==> src/rtl/v2f_wide_alu_seq_if.sv <==
// rtl/v2f_wide_alu_seq_if.sv - request/response bundle for the limb-serial wide ALU
interface v2f_wide_alu_seq_if #(
  parameter int WIDTH = 64
);
  logic             in_valid;
  logic             in_ready;
  logic [2:0]       op;
  logic             is_signed;
  logic [WIDTH-1:0] A;
  logic [WIDTH-1:0] B;
  logic             out_valid;
  logic             out_ready;
  logic [WIDTH-1:0] Y;
  logic             out_carry;

  modport master (
    output in_valid, op, is_signed, A, B, out_ready,
    input  in_ready, out_valid, Y, out_carry
  );

  modport slave (
    input  in_valid, op, is_signed, A, B, out_ready,
    output in_ready, out_valid, Y, out_carry
  );
endinterface

==> src/rtl/v2f_wide_alu_seq.sv <==
// rtl/v2f_wide_alu_seq.sv - add/sub/compare for wide operands, one 32-bit limb per clock
module v2f_wide_alu_seq #(
  parameter int WIDTH = 64,
  parameter int LIMB  = 32
) (
  input logic               CLK,
  input logic               ARST,
  v2f_wide_alu_seq_if.slave bus
);
  localparam int NLIMB = (WIDTH + 31) / 32;
  localparam int EW    = NLIMB * 32;
  localparam int IDXW  = (NLIMB > 1) ? $clog2(NLIMB) : 1;

  localparam logic [2:0] OP_ADD = 3'd0;
  localparam logic [2:0] OP_SUB = 3'd1;
  localparam logic [2:0] OP_EQ  = 3'd2;
  localparam logic [2:0] OP_NE  = 3'd3;
  localparam logic [2:0] OP_LT  = 3'd4;
  localparam logic [2:0] OP_LE  = 3'd5;
  localparam logic [2:0] OP_GT  = 3'd6;
  localparam logic [2:0] OP_GE  = 3'd7;

  if (LIMB != 32 || WIDTH < 1 || WIDTH > 256) begin : g_bad_param
    $error("v2f_wide_alu_seq: LIMB must be 32 and WIDTH within 1..256");
  end

  typedef enum logic [1:0] {IDLE, RUN, DONE} state_t;

  state_t            state_q, state_d;
  logic [IDXW-1:0]   idx_q;
  logic              carry_q;
  logic              z_q;
  logic [2:0]        op_q;
  logic              sgn_q;
  logic [WIDTH-1:0]  y_q;
  logic              oc_q;

  logic [31:0]       a_l [NLIMB];
  logic [31:0]       b_l [NLIMB];
  logic [31:0]       r_l [NLIMB];

  logic              accept;
  logic              last;
  logic [EW-1:0]     a_ext, b_ext, a_ld, b_ld;
  logic [31:0]       a_k, b_k, b_in;
  logic              sub;
  logic [32:0]       s;
  logic [EW-1:0]     res_new;
  logic              z_new;
  logic              n_flag, v_flag, lt;
  logic              flag;
  logic              is_cmp;
  logic              add_c;

  assign bus.in_ready  = (state_q == IDLE);
  assign bus.out_valid = (state_q == DONE);
  assign bus.Y         = y_q;
  assign bus.out_carry = oc_q;

  assign accept = bus.in_valid && (state_q == IDLE);
  assign last   = (idx_q == IDXW'(NLIMB - 1));

  always_ff @(posedge CLK or posedge ARST) begin
    if (ARST) state_q <= IDLE;
    else      state_q <= state_d;
  end

  always_comb begin
    state_d = state_q;
    case (state_q)
      IDLE:    if (bus.in_valid) state_d = RUN;
      RUN:     if (last)         state_d = DONE;
      DONE:    if (bus.out_ready) state_d = IDLE;
      default: state_d = IDLE;
    endcase
  end

  // GT/LE are evaluated as LT/GE on swapped operands, so only one borrow test exists.
  always_comb begin
    a_ext = bus.is_signed ? EW'($signed(bus.A)) : EW'(bus.A);
    b_ext = bus.is_signed ? EW'($signed(bus.B)) : EW'(bus.B);
    if (bus.op == OP_GT || bus.op == OP_LE) begin
      a_ld = b_ext;
      b_ld = a_ext;
    end else begin
      a_ld = a_ext;
      b_ld = b_ext;
    end
  end

  always_comb begin
    a_k  = a_l[idx_q];
    b_k  = b_l[idx_q];
    sub  = (op_q != OP_ADD);
    b_in = sub ? ~b_k : b_k;
    s    = {1'b0, a_k} + {1'b0, b_in} + {32'd0, carry_q};
    res_new = '0;
    for (int i = 0; i < NLIMB; i++) begin
      res_new[32*i +: 32] = (IDXW'(i) == idx_q) ? s[31:0] : r_l[i];
    end
    z_new  = z_q && (s[31:0] == 32'd0);
    n_flag = s[31];
    v_flag = (a_k[31] == b_in[31]) && (s[31] != a_k[31]);
    lt     = sgn_q ? (n_flag ^ v_flag) : !s[32];
    is_cmp = (op_q != OP_ADD) && (op_q != OP_SUB);
    case (op_q)
      OP_EQ:        flag = z_new;
      OP_NE:        flag = !z_new;
      OP_LT, OP_GT: flag = lt;
      OP_LE, OP_GE: flag = !lt;
      default:      flag = 1'b0;
    endcase
  end

  // When WIDTH fills the last limb the overflow is the limb carry; otherwise it is bit WIDTH of the sum.
  if (WIDTH == EW) begin : g_full
    assign add_c = s[32];
  end else begin : g_part
    assign add_c = res_new[WIDTH];
  end

  always_ff @(posedge CLK) begin
    if (accept) begin
      for (int i = 0; i < NLIMB; i++) begin
        a_l[i] <= a_ld[32*i +: 32];
        b_l[i] <= b_ld[32*i +: 32];
      end
    end else if (state_q == RUN) begin
      r_l[idx_q] <= s[31:0];
    end
  end

  always_ff @(posedge CLK or posedge ARST) begin
    if (ARST) begin
      idx_q   <= '0;
      carry_q <= 1'b0;
      z_q     <= 1'b1;
      op_q    <= OP_ADD;
      sgn_q   <= 1'b0;
      y_q     <= '0;
      oc_q    <= 1'b0;
    end else if (accept) begin
      idx_q   <= '0;
      carry_q <= (bus.op != OP_ADD);
      z_q     <= 1'b1;
      op_q    <= bus.op;
      sgn_q   <= bus.is_signed;
    end else if (state_q == RUN) begin
      carry_q <= s[32];
      z_q     <= z_new;
      if (!last) begin
        idx_q <= idx_q + 1'b1;
      end else begin
        y_q  <= is_cmp ? WIDTH'(flag) : res_new[WIDTH-1:0];
        oc_q <= !sgn_q && ((op_q == OP_ADD) ? add_c : (op_q == OP_SUB) ? !s[32] : 1'b0);
      end
    end
  end
endmodule
==> src/flat_wrapper.sv <==
// flat-port wrapper written by rule: the top's interface ports become plain ports
module v2f_wide_alu_seq_flat 
#(
  parameter int WIDTH = 64,
  parameter int LIMB  = 32
)
  (CLK, ARST, bus_in_valid, bus_op, bus_is_signed, bus_A, bus_B, bus_out_ready, bus_in_ready, bus_out_valid, bus_Y, bus_out_carry);
  v2f_wide_alu_seq_if #(.WIDTH(WIDTH)) bus_i ();
  input logic CLK;
  input logic ARST;
  input wire logic [$bits(bus_i.in_valid)-1:0] bus_in_valid;
  input wire logic [$bits(bus_i.op)-1:0] bus_op;
  input wire logic [$bits(bus_i.is_signed)-1:0] bus_is_signed;
  input wire logic [$bits(bus_i.A)-1:0] bus_A;
  input wire logic [$bits(bus_i.B)-1:0] bus_B;
  input wire logic [$bits(bus_i.out_ready)-1:0] bus_out_ready;
  output wire logic [$bits(bus_i.in_ready)-1:0] bus_in_ready;
  output wire logic [$bits(bus_i.out_valid)-1:0] bus_out_valid;
  output wire logic [$bits(bus_i.Y)-1:0] bus_Y;
  output wire logic [$bits(bus_i.out_carry)-1:0] bus_out_carry;
  assign bus_i.in_valid = bus_in_valid;
  assign bus_i.op = bus_op;
  assign bus_i.is_signed = bus_is_signed;
  assign bus_i.A = bus_A;
  assign bus_i.B = bus_B;
  assign bus_i.out_ready = bus_out_ready;
  assign bus_in_ready = bus_i.in_ready;
  assign bus_out_valid = bus_i.out_valid;
  assign bus_Y = bus_i.Y;
  assign bus_out_carry = bus_i.out_carry;
  v2f_wide_alu_seq #(.WIDTH(WIDTH), .LIMB(LIMB)) u_core (.CLK(CLK), .ARST(ARST), .bus(bus_i));
endmodule
==> config.mk <==
export PLATFORM = sky130hd
export DESIGN_NAME = v2f_wide_alu_seq_flat
export DESIGN_NICKNAME = d
export VERILOG_FILES = /design/src/rtl/v2f_wide_alu_seq_if.sv /design/src/rtl/v2f_wide_alu_seq.sv /design/src/flat_wrapper.sv
export SDC_FILE = /design/constraint.sdc
export NUM_CORES = 1
export LEC_CHECK = 0
export ABC_AREA = 1
export CORE_MARGIN = 3
export CORE_UTILIZATION = 50
export DETAILED_ROUTE_END_ITERATION = 6
export PLACE_DENSITY = 0.83
export SLEW_MARGIN = 20
export SYNTH_ARGS = -nofsm -noshare
export SYNTH_HDL_FRONTEND = slang
export SYNTH_SLANG_ARGS = --single-unit
==> constraint.sdc <==
create_clock -name CLK -period 4.4 [get_ports CLK]
set_clock_uncertainty 0.1 [all_clocks]
set_input_delay 0.88 -clock CLK [delete_from_list [all_inputs] [get_ports CLK]]
set_output_delay 0.88 -clock CLK [all_outputs]
set_load 0.1 [all_outputs]
; After elaboration in Yosys (flattened, before gate mapping)
; Memory sizes are Yosys's and may differ from the RTL's.
; Index checks and enable logic that the tools add are counted.
[op_classes]
addsub = 3
n_eq_ne = 17
mux = 24
bitwise = 3
reduce_logical = 20
[op_table]
columns = operator, n
row1 = 64-bit 2-to-1 mux, 3
row2 = 32-bit by 32-bit adder with 33-bit output, 1
row3 = 33-bit by 1-bit adder with 33-bit output, 1
row4 = 32-bit zero test, 1
row5 = 32-bit 2-to-1 mux, 1
row6 = 32-bit NOT, 1
row7 = 3-bit == test (second input constant), 6
row8 = 1-bit 2-to-1 mux, 15
row9 = 3-bit by 2-bit == test with 1-bit output (second input constant), 2
row10 = 2-bit 2-to-1 mux, 3
row11 = 2-bit one-hot mux with 3 select lines, 1
row12 = 3-bit AND reduction, 2
row13 = 3-bit nonzero test, 2
row14 = 1-bit logical AND, 5
row15 = 1-bit zero test, 4
row16 = 2-bit != test (second input constant), 2
row17 = 1-bit one-hot mux with 4 select lines, 1
row18 = 2-bit OR reduction, 2
row19 = 3-bit by 1-bit == test with 1-bit output (second input constant), 1
row20 = 3-bit zero test, 1
row21 = 3-bit by 1-bit != test with 1-bit output (second input constant), 1
row22 = 2-bit by 1-bit == test with 1-bit output (second input constant), 1
row23 = 2-bit == test (second input constant), 1
row24 = 2-bit zero test, 1
row25 = other kinds (8), 8
[totals]
regBits = 74
mem_bits_rw = 192
input_bits = 136
output_inout_bits = 67
word_cells = 78
n_memories = 3
[memory_table]
columns = name, depth, width, read_ports, rd_clocked_by_memory_dff, write_ports, line_no
row1 = u_core.a_l, 2, 32, 1, 0, 2, v2f_wide_alu_seq.sv:38  ; logic [31:0] a_l [NLIMB];
row2 = u_core.b_l, 2, 32, 1, 0, 2, v2f_wide_alu_seq.sv:39  ; logic [31:0] b_l [NLIMB];
row3 = u_core.r_l, 2, 32, 1, 0, 1, v2f_wide_alu_seq.sv:40  ; logic [31:0] r_l [NLIMB];

; Logic depth before layout (Yosys ltp)
; An unclocked memory read counts as a cell.
[logic_depth]
ltp_word = 12
depth_mapped = 26

; Worst setup path after synthesis
; Ideal clock, no wire load.
[synth_timing]
kind = register to register
start = register u_core.state_q[0]
end = register u_core.carry_q
setup_ns = 0.085
t_arrival_ns = 5.033
path_slack_ns = -0.818
stages_incl_launch_ff = 7
path_buffers = 1
cell_sequence = dfrtp_1 > nor2_1 > nand2_1 > clkbuf_1 > inv_1 > o211ai_1 > o21ai_0
[synth_between]
elab_chain_len = 3
[synth_lines]
columns = element, line_no
row1 = "start, declared", v2f_wide_alu_seq.sv:29  ; state_t state_q, state_d;
row2 = "start signal, assigned", v2f_wide_alu_seq.sv:65  ; else state_q <= state_d;
row3 = 2-bit zero test (*), n/a
row4 = via bus_in_ready, flat_wrapper.sv:17  ; output wire logic [$bits(bus_i.in_ready)-1:0] bus_in_ready;
row5 = 1-bit logical AND (*), v2f_wide_alu_seq.sv:60  ; assign accept = bus.in_valid && (state_q == IDLE);
row6 = via u_core.accept, v2f_wide_alu_seq.sv:42  ; logic accept;
row7 = 1-bit 2-to-1 mux or 2-bit nonzero test (tied branches), n/a
row8 = "end signal, assigned", v2f_wide_alu_seq.sv:144  ; carry_q <= (bus.op != OP_ADD);
row9 = "end signal, assigned", v2f_wide_alu_seq.sv:149  ; carry_q <= s[32];
row10 = "end, declared", v2f_wide_alu_seq.sv:31  ; logic carry_q;
; The timed path passes the listed nets; every way through them passes the cells marked *.
; A chain may end at the register's enable or synchronous reset.

; Worst setup path in the final report
[layout_timing]
start = register u_core.idx_q
end = register u_core.y_q[0] (netlist: u_core.bus.Y[0])
[layout_lines]
columns = element, line_no
row1 = "start, declared", v2f_wide_alu_seq.sv:30  ; logic [IDXW-1:0] idx_q;
row2 = "start signal, assigned", v2f_wide_alu_seq.sv:152  ; idx_q <= idx_q + 1'b1;
row3 = memory 2 x 32 bit, n/a
row4 = 32-bit NOT, v2f_wide_alu_seq.sv:95  ; b_in = sub ? ~b_k : b_k;
row5 = 32-bit 2-to-1 mux, v2f_wide_alu_seq.sv:95
row6 = 32-bit by 32-bit adder with 33-bit output (*), v2f_wide_alu_seq.sv:96  ; s = {1'b0, a_k} + {1'b0, b_in} + {32'd0, carry_q};
row7 = 33-bit by 1-bit adder with 33-bit output (*), v2f_wide_alu_seq.sv:96
row8 = via u_core.res_new[62], v2f_wide_alu_seq.sv:48  ; logic [EW-1:0] res_new;
row9 = 32-bit zero test (*), v2f_wide_alu_seq.sv:101  ; z_new = z_q && (s[31:0] == 32'd0);
row10 = 1-bit logical AND (*), v2f_wide_alu_seq.sv:101
row11 = 1-bit zero test, v2f_wide_alu_seq.sv:108  ; OP_NE: flag = !z_new;
row12 = 1-bit one-hot mux with 4 select lines (*), v2f_wide_alu_seq.sv:106  ; case (op_q)
row13 = 64-bit 2-to-1 mux (*), v2f_wide_alu_seq.sv:154  ; y_q <= is_cmp ? WIDTH'(flag) : res_new[WIDTH-1:0];
row14 = "end signal, assigned", v2f_wide_alu_seq.sv:154
row15 = "end, declared", v2f_wide_alu_seq.sv:35  ; logic [WIDTH-1:0] y_q;
; Marks and branches as above.

==> impl_metrics.yaml <==
outcome:
  status: "finished clean"
run:
  max_cap_viols: 0
clock_tree:
  postCtsResizedCells: 0
  postCtsSetupRepairBufs: 0
  cts-hold-fix-buffers: 0
  clock_tree.buffer_depth: 3
  numCtsBuffers: 24
  clkLatencyLatePin_ns: 0.52
  ctsRootBufferMaster: "sky130_fd_sc_hd__clkbuf_16"
  clock-sinks: 234
  cts.reportedPaths.clkPinSlew_ns: 0.06
  cts_tree: "done"
  cts-htree-levels: 1
synthesis:
  synthAdderAreaFrac_pct: 3.338
  synthDominantCellAreaShare_pct: 37.47
  netlist_instances: 1438
  multiplexer_fraction_of_the_synthesized_cell_area_pct: 5.221
  synth_fp_nets: 1607
  synth_compound_area_share_pct: 10.61
  syn_area_per_cell_um2: 8.916
  syn-cell-area_um2: 12820
  yosys.cell_types.count: 43
  synth_top_cells_by_area: "sky130_fd_sc_hd__edfxtp_1 (37%), sky130_fd_sc_hd__dfrtp_1 (14%), sky130_fd_sc_hd__nand2_1 (10%), sky130_fd_sc_hd__inv_1 (6.4%), sky130_fd_sc_hd__nor2_1 (3.8%)"
  ys_seq_elements: 234
  dominant_combinational_cell_family_by_area_after_synthesis: "simple AND/OR/NAND/NOR gates"
  synthSimpleGateAreaFrac_pct: 17.95
  synth-xor-area-share_pct: 2.723
  synth_warnings: 0
  seq_area_frac_synth_pct: 51.93
  post-synth-top-area-cell: "sky130_fd_sc_hd__edfxtp_1"
final_layout:
  antenna-diode-count: 0
  drive_above_1_share_pct: 7.884
  area_growth_syn_to_layout_pct: 24.88
  nNetsFinal: 1800
  instances_no_fill: 1973
  nFillCells: 1964
  final_core_util_pct: 64.69
route:
  route.detailed.vias_per_inst: 5.129
  drc: 0
  drtIter0Drc: 785
  route.detailed.wl_per_inst_um: 15.12
  routed_wirelength_um: 29830
  drtAntennaViolNets: 0
  via_count: 10120
  detail_route.first_pass.iterations: 5
floorplan:
  die-width_um: 166.1
  floorplan.initialDensity_pct: 51.81
  rows: 57
  number_of_top_level_pins: 203
  core_um2: 24750
  fp.dieH_um: 166.1
  dieArea_um2: 27600
timing:
  min_period_ns: 3.812
  slew_viol_final: 0
  max_slew.worst_pin.slew_ns: 1.025
  setup_viol_count_final: 0
  setup_repair_after_global_routing_missed_its_margin: "no"
  timing.final.hold_violations: 0
  fmax_ghz: 0.2623
  setup-tns-final_ns: 0
  slew-limit-headroom_pct: 31.46
  layout_worst_path_cycle_share_pct: 86.63
placed_design:
  placed_cells_incl_taps: 1929
  input_output_buffers: 202
  dp_hpwl_um: 22850
  place_congestion: 0.9044
grt:
  gr-usage-all-layers_pct: 21.34
  antenna_found_initial: 0
  first_global_vias: 9713
  grt_max_degree: 130
  global_route_wire_length_before_repair_um: 48800
  grt.overflow.total: 0
worst_setup_path:
  timing.reg2reg.setup_slack_ns: 0.59
  path_common_cell: "sky130_fd_sc_hd__nand2_1"
  critPathMaxStageDelay_ns: 0.59
  timing.critical_path.from_type: "flop"
  rr_endpoint: "u_core.bus.Y[0]"
  crit_path_top_delay_cell: "sky130_fd_sc_hd__dfrtp_4"
  worst_r2r_path_depth: 20
  worst_setup_path_end_kind: "flop"
  crit_chain: "mux2i_1, xor2_1, fa_1, fa_1, inv_1, nand2_1, nand3_2, nand2_1, nand2_1, nand2_1, nand3_1, nand2_2, nor2_1, nand3_1, nor2_2, nand2_1, nand2_1, nand4_1, nand2_1, nand2_1"
  worst_path_dominant_cell_family: "simple AND/OR/NAND/NOR gates"
  required_ns: 4.71
  r2r-start: "u_core.idx_q"
  worstSetupPathType: "flop to flop"
  critPathBufInv: 1
  critical_path.max_fanout: 17
  arrival_ns: 4.12
hold_path:
  hold_class: "flop to flop"
  hold_path_depth: 1
  hold_path.startpoint: "u_core.r_l[0][24]"
  worstHoldEndpoint: "u_core.bus.Y[24]"
Yosys cell counts, drive strengths merged:
library cell / instances
nand3b: 1
dfrtp: 73
nor3: 5
nand2: 357
o21a: 1
xnor2: 33
a22o: 45
ha: 31
a21oi: 87
o31ai: 1
dfstp: 1
clkbuf: 43
nand4: 8
mux2i: 32
a21boi: 1
edfxtp: 160
nor2: 138
or2: 3
nor4: 1
inv: 223
o21ai: 93
and2: 2
a21o: 1
o21bai: 2
nand3: 45
mux2: 31
fa: 2
xor2: 6
buf: 9
o211ai: 2
dlymetal6s2s: 1
area by class of cell:
type | instances | area [µm²] | area share, %
clock buffer | 34 | 690.7 | 4.314
clock inverter | 10 | 58.81 | 0.3673
inverter | 223 | 840.8 | 5.252
multi-input combinational | 928 | 5134 | 32.06
sequential | 234 | 6661 | 41.61
tap | 324 | 405.4 | 2.532
timing repair buffer | 220 | 2220 | 13.86
layer usage:
| metal | up-vias | track usage (%) | wire length [µm] |
|---|---|---|---|
| met5 | - | 0 | 0 |
| li1 | 5088 | - | - |
| met3 | 42 | 2.761 | 1738 |
| met1 | 4636 | 32.16 | 14350 |
| met4 | 0 | 4.412 | 483 |
| met2 | 354 | 33.52 | 13260 |
cells in the final DEF, fill, tap and decap left out, drive strengths merged, types with 5 or more instances in the layout:
master,count
edfxtp,160
nor3,5
clkinv,6
dfrtp,73
nand3,45
inv,225
clkdlybuf4s50,202
a21oi,87
buf,18
ha,31
xor2,6
clkbuf,34
nand4,8
mux2i,32
xnor2,33
nand2,357
o21ai,93
nor2,138
mux2,31
a22o,45
sequential cells by signal, summed over array words and instances, names as in the netlist, 2 cells and up:
| register | flops |
|---|---|
| u_core.state_q | 2 |
| u_core.b_l | 64 |
| u_core.bus.Y | 64 |
| u_core.a_l | 64 |
| u_core.op_q | 3 |
| u_core.r_l | 32 |
how the worst max path moves through the flow:
| stage | start | endpoint | slack (ns) | cells after the start |
|---|---|---|---|---|
| floorplan | u_core.state_q[0] | u_core.a_l[0][0] | 0.46 | 4 |
| global placement | u_core.idx_q | u_core.bus.Y[0] | 0.68 | 21 |
| detailed placement | u_core.idx_q | u_core.bus.Y[0] | 0.60 | 21 |
| CTS | u_core.idx_q | u_core.bus.Y[0] | 0.57 | 21 |
| global route | u_core.idx_q | u_core.bus.Y[0] | 0.21 | 22 |
| finish | u_core.idx_q | u_core.bus.Y[0] | 0.59 | 20 |
per-stage QoR:
stage | hold WS (ns) | setup slack, ns | area [µm²]
after floorplan | 0.3428 | 0.4596 | 12820
after global placement | 0.3440 | 0.6818 | 15260
after detailed placement | 0.3491 | 0.5987 | 15260
after CTS | 0.3627 | 0.5686 | 16010
after global routing | 0.3804 | 0.2113 | 16010
final | 0.3573 | 0.5881 | 16010
kinds of logic after synthesis:
kind of cell	after synthesis
AO/OA/AOI/OAI	233
AND/OR/NAND/NOR	560
flip-flops	234
multiplexers	63
XOR/XNOR	39
buffers and inverters	276
adder cells (fa/ha/maj)	33
Power is left out: the tool's default activity adds up to more than one toggle a clock period on the data nets, which glitch-free logic cannot reach.
